### src/rtl/tmds_timing_ctrl.sv
// Video timing sequencer for the TMDS output path.
// Produces hsync/vsync/de for the channel encoders and a pixel request with
// coordinates one cycle ahead of de, so a registered pixel source lines up.
// Frames start and stop only on frame boundaries.
module tmds_timing_ctrl #(
    parameter int       H_SYNC   = 96,
    parameter int       H_BACK   = 48,
    parameter int       H_ACTIVE = 640,
    parameter int       H_FRONT  = 16,
    parameter int       V_SYNC   = 2,
    parameter int       V_BACK   = 33,
    parameter int       V_ACTIVE = 480,
    parameter int       V_FRONT  = 10,
    parameter logic     SYNC_POL = 1'b0,
    parameter int       CNT_W    = 12
) (
    input  logic             sys_clk,
    input  logic             sys_rst,
    input  logic             run,
    output logic             hsync,
    output logic             vsync,
    output logic             de,
    output logic             pix_req,
    output logic [CNT_W-1:0] pix_x,
    output logic [CNT_W-1:0] pix_y,
    output logic             frame_start,
    output logic             busy
);

    localparam int H_TOTAL = H_SYNC + H_BACK + H_ACTIVE + H_FRONT;
    localparam int V_TOTAL = V_SYNC + V_BACK + V_ACTIVE + V_FRONT;

    localparam logic [CNT_W-1:0] H_LAST   = CNT_W'(H_TOTAL - 1);
    localparam logic [CNT_W-1:0] V_LAST   = CNT_W'(V_TOTAL - 1);
    localparam logic [CNT_W-1:0] HS_END   = CNT_W'(H_SYNC);
    localparam logic [CNT_W-1:0] VS_END   = CNT_W'(V_SYNC);
    localparam logic [CNT_W-1:0] HA_START = CNT_W'(H_SYNC + H_BACK);
    localparam logic [CNT_W-1:0] HA_END   = CNT_W'(H_SYNC + H_BACK + H_ACTIVE);
    localparam logic [CNT_W-1:0] VA_START = CNT_W'(V_SYNC + V_BACK);
    localparam logic [CNT_W-1:0] VA_END   = CNT_W'(V_SYNC + V_BACK + V_ACTIVE);

    typedef enum logic {
        IDLE = 1'b0,
        RUN  = 1'b1
    } state_t;

    state_t           state_reg, state_next;
    logic [CNT_W-1:0] h_reg, h_next;
    logic [CNT_W-1:0] v_reg, v_next;
    logic [CNT_W-1:0] h_inc;
    logic             row_active;
    logic             de_next;
    logic             req_next;

    // Next position and the decode of that position; outputs are registered
    // from it so every output describes the position held in h_reg/v_reg.
    always_comb begin
        state_next = state_reg;
        h_next     = h_reg;
        v_next     = v_reg;
        case (state_reg)
            IDLE: begin
                if (run) begin
                    state_next = RUN;
                    h_next     = '0;
                    v_next     = '0;
                end
            end
            RUN: begin
                if (h_reg == H_LAST) begin
                    h_next = '0;
                    if (v_reg == V_LAST) begin
                        // Only the frame boundary looks at run.
                        v_next = '0;
                        if (!run) begin
                            state_next = IDLE;
                        end
                    end else begin
                        v_next = v_reg + 1'b1;
                    end
                end else begin
                    h_next = h_reg + 1'b1;
                end
            end
            default: begin
                state_next = IDLE;
                h_next     = '0;
                v_next     = '0;
            end
        endcase

        // The request looks one column ahead on the same line; the back
        // porch guarantees de never starts at h=0.
        h_inc      = h_next + 1'b1;
        row_active = (v_next >= VA_START) && (v_next < VA_END);
        de_next    = (state_next == RUN) && row_active &&
                     (h_next >= HA_START) && (h_next < HA_END);
        req_next   = (state_next == RUN) && row_active &&
                     (h_inc >= HA_START) && (h_inc < HA_END);
    end

    // State, position and all output registers.
    always_ff @(posedge sys_clk or posedge sys_rst) begin
        if (sys_rst) begin
            state_reg   <= IDLE;
            h_reg       <= '0;
            v_reg       <= '0;
            hsync       <= ~SYNC_POL;
            vsync       <= ~SYNC_POL;
            de          <= 1'b0;
            pix_req     <= 1'b0;
            pix_x       <= '0;
            pix_y       <= '0;
            frame_start <= 1'b0;
            busy        <= 1'b0;
        end else begin
            state_reg <= state_next;
            h_reg     <= h_next;
            v_reg     <= v_next;
            if (state_next == RUN) begin
                hsync       <= (h_next < HS_END) ? SYNC_POL : ~SYNC_POL;
                vsync       <= (v_next < VS_END) ? SYNC_POL : ~SYNC_POL;
                de          <= de_next;
                pix_req     <= req_next;
                pix_x       <= req_next ? (h_inc - HA_START) : '0;
                pix_y       <= req_next ? (v_next - VA_START) : '0;
                frame_start <= (h_next == '0) && (v_next == '0);
                busy        <= 1'b1;
            end else begin
                hsync       <= ~SYNC_POL;
                vsync       <= ~SYNC_POL;
                de          <= 1'b0;
                pix_req     <= 1'b0;
                pix_x       <= '0;
                pix_y       <= '0;
                frame_start <= 1'b0;
                busy        <= 1'b0;
            end
        end
    end

endmodule

### config.mk
export PLATFORM = sky130hd
export DESIGN_NAME = tmds_timing_ctrl
export DESIGN_NICKNAME = d
export VERILOG_FILES = /design/src/rtl/tmds_timing_ctrl.sv
export SDC_FILE = /design/constraint.sdc
export NUM_CORES = 1
export LEC_CHECK = 0
export BUFFER_PORTS_ARGS = -buffer_cell sky130_fd_sc_hd__buf_4
export CAP_MARGIN = 20
export CORE_ASPECT_RATIO = 0.7
export CORE_UTILIZATION = 60
export DETAILED_ROUTE_END_ITERATION = 7
export PLACE_DENSITY = 0.81
export SLEW_MARGIN = 20
export SYNTH_ARGS = -nofsm -noshare
export SYNTH_HDL_FRONTEND = slang
export SYNTH_SLANG_ARGS = --single-unit
export TNS_END_PERCENT = 1
### constraint.sdc
create_clock -name sys_clk -period 4.6 [get_ports sys_clk]
set_input_delay 0.46 -clock sys_clk [delete_from_list [all_inputs] [get_ports sys_clk]]
set_output_delay 0.46 -clock sys_clk [all_outputs]
set_load 0.02 [all_outputs]
==> impl_metrics.csv <==
group,metric,value,unit
run_status,status,"completed",
synth,synthesis.area,3423,um2
floorplan,num_rows,22,
sta,slew_headroom,0.2519,
pwr,clkPwrFrac,0.200,
pwr,vdd_drop_max,0.2330,mV
synth,yosysTopAreaCell,"dfrtp_1",
synth,synth_top_area_share,0.3801,
synth,ys_types,75,
place,numPortBuffers,32,
sta,tightest_slew,1108,ps
final_layout,mostFrequentLayoutCell,"dfrtp_1",
floorplan,design.core.area,5368,um2
grt,grt_max_degree,55,
sta,fmax,239.8,MHz
final_layout,drive_gt1_frac,0.1877,
setup_path,cp-start-kind,"flop",
synth,synth_ff_type,"dfrtp_1",
pwr,p_total,1.675,mW
hold_path,hp-class,"primary input to async pin",
setup_path,required,4820,ps
synth,avgSynthCellArea,9.129,um2
sta,worst_slack,430.7,ps
cts,clk_latency,310,ps
pwr,switching_share,0.4328,
synth,synth-edff-count,0,
routing,wl_per_cell,18.11,um
pwr,power.switching,724.7,uW
sta,drv_slew,0,
floorplan,ios,33,
pwr,comb_power_share,0.429,
floorplan,dieHeight,65.20,um
final_layout,area_growth,11.95,%
pwr,internal-power,949.9,uW
synth,synth_fp_nets,387,
synth,yosysSeqAreaShare,0.3955,
place,post-place-ws,361.5,ps
routing,via_per_inst,6.365,
setup_path,rr_endpoint,"pix_x[2]",
routing,dr.first_iter.drc_count,247,
final_layout,mostFrequentLayoutCells,"dfrtp_1, buf_4, nor2_1, nand2_1, inv_1",
sta,finalCritPeriodShare,0.9064,
sta,setup_violations,0,
cts,cts-root-buf,"clkbuf_8",
cts,path_clk_slew,110,ps
grt,grtUsageTotal,0.3078,
setup_path,critPathLaunch,"h_reg[0]",
setup_path,ff2ff_path_depth,14,
routing,final_antenna_net_count,0,
sta,hold_viol,0,
pwr,powerDensity,436.9,nW/um2
flow_run,maxCapViolCount,0,
setup_path,arrival,4390,ps
synth,synth-seq-cells,54,
grt,grt_pass1_vias,2736,
sta,grt_setup_unrepaired,"false",
final_layout,postLayoutCellArea,3832,um2
setup_path,r2r_start,"h_reg[0]",
sta,timing.final.crit_period,4169,ps
floorplan,die_area,6016,um2
sta,clock_skew,9.842,ps
pwr,p_leak,1.733,nW
synth,async_flop_share,1.000,
final_layout,fin_util,0.7140,
cts,numCtsBuffers,5,
routing,routed_wl,8637,um
grt,grt_overflow_total,0,
pwr,power_frac_seq,0.371,
setup_path,cp_slowest_cell,"dfrtp_1",
setup_path,crit_path_max_incr_delay,450,ps
synth,ys_warn_count,0,
setup_path,reg2reg_setup_slack,430,ps
final_layout,fillerInstances,404,
setup_path,worstPathCellList,"ha_1 -> and4_1 -> a311oi_1 -> or2_2 -> ha_1 -> inv_1 -> a211oi_2 -> a21boi_0 -> and4_1 -> a211oi_2 -> and2_1 -> o21ai_0 -> nand4b_4 -> nor3_1",
cts,clock_sinks,54,
place,gp_congestion,0.9206,
place,dpl_cell_area,3705,um2
setup_path,cp-end-kind,"flop",
synth,ys_top_cells_by_area,"dfrtp_1, nor2_1, xnor2_1, ha_1, xor2_1",
setup_path,crit_end,"pix_x[2]",
floorplan,die_w,92.28,um
grt,antenna_found_initial,0,
routing,num_vias,3036,
cts,clock_path_buffers,2,
final_layout,diodes,0,
cts,htreeDepth,2,
final_layout,fin_nets,416,
setup_path,crit_fanout,24,
routing,drc,0,
setup_path,worst-setup-path-type,"flop to flop",
floorplan,start_util,0.6378,
routing,dr.pass1.iters,5,
sta,finalSetupTns,0,ps
grt,grt_first_pass_wirelength,14150,um
place,hpwl,6126,um
synth,synth_cells,375,
cts,cts_tree,"done",
-- worst min path at each step --
stage	from	to	slack, ps
final	sys_rst	pix_y[11]	310
after global routing	sys_rst	pix_y[11]	380
after CTS	run	busy	450
after detailed placement	v_reg[10]	v_reg[10]	570
after global placement	v_reg[10]	v_reg[10]	570
after floorplan	h_reg[11]	h_reg[11]	500
-- stage by stage --
step	hold slack (ps)	instances
after global placement	565.0	469
after CTS	452.8	477
after detailed placement	574.5	469
after global routing	384.5	477
final	310.2	477
after floorplan	503.7	375
-- Yosys cell counts, types with 3 or more instances --
cell and number:
nand2_1 24, nor4_1 9, inv_1 23, o31ai_1 6
o41ai_1 3, or2_2 6, nand3b_1 3, xnor2_1 14
a211oi_1 7, or3_1 3, a21oi_1 13, nor3_1 10
buf_2 5, mux2_2 3, and4_1 4, o22ai_1 4
nor2_1 38, ha_1 9, dfrtp_1 52, clkbuf_1 7
nand3_1 13, and2_1 6, and3_1 8, xor2_1 11
nor2b_1 4, a31oi_1 8, nand2b_1 5, o21ai_0 12
nand4_1 10, buf_6 4
-- worst max-delay path: cells and delay by family (launching register included) --
family	cells	cell delay [ps]
simple gates	6	1680
flops	1	450
buf+inv	1	60
fa+ha+maj	2	470
compound gates	5	1430
-- repair_timing --
action                                  4_1_cts  5_1_grt
hold buffers                                  0        0
setup buffers                                 0        0
hold endpoints to repair                      0        0
resized for setup                             0        2
endpoints found under the setup margin        0       24
-- power by group through the flow --
| stage | clock network [mW] | logic [mW] | registers (mW) |
|---|---|---|---|
| 2_1_floorplan | 0 | 0.568 | 0.590 |
| 3_3_place_gp | 0 | 0.660 | 0.620 |
| 3_5_place_dp | 0 | 0.672 | 0.624 |
| 4_1_cts | 0.338 | 0.688 | 0.617 |
| 5_1_grt | 0.357 | 0.784 | 0.630 |
| 6_report | 0.334 | 0.719 | 0.621 |
-- final cells by class --
cell class | instances | area, um2 | area share
clock buffers | 5 | 68.82 | 0.01796
clock inverters | 3 | 47.55 | 0.01241
inverters | 24 | 91.34 | 0.02383
multi-input cells | 280 | 1888 | 0.4927
flip-flops and latches | 54 | 1354 | 0.3532
well taps | 72 | 90.09 | 0.02351
repair buffers | 39 | 292.8 | 0.07640
-- logic make-up after synthesis --
family                     after synthesis  share of synthesized area
buffers and inverters                   41                    0.05592
AOI/OAI and AO/OA                       81                     0.1740
DFF                                     54                     0.3955
adders and majority gates                9                    0.03290
other                                    1                   0.001095
and+or+nand+nor                        161                     0.2668
muxes                                    3                   0.009868
xor gates and xnor gates                25                    0.06396
-- per-layer routing --
metal / vias to the layer above / global-route usage / part of all wire
met4: 0 / 0.07813 / 0.013
met3: 15 / 0.08565 / 0.10
met1: 1436 / 0.4698 / 0.49
met2: 163 / 0.4254 / 0.40
met5: - / 0 / 0
li1: 1422 / - / -
Power figures use the tool's default switching activity.
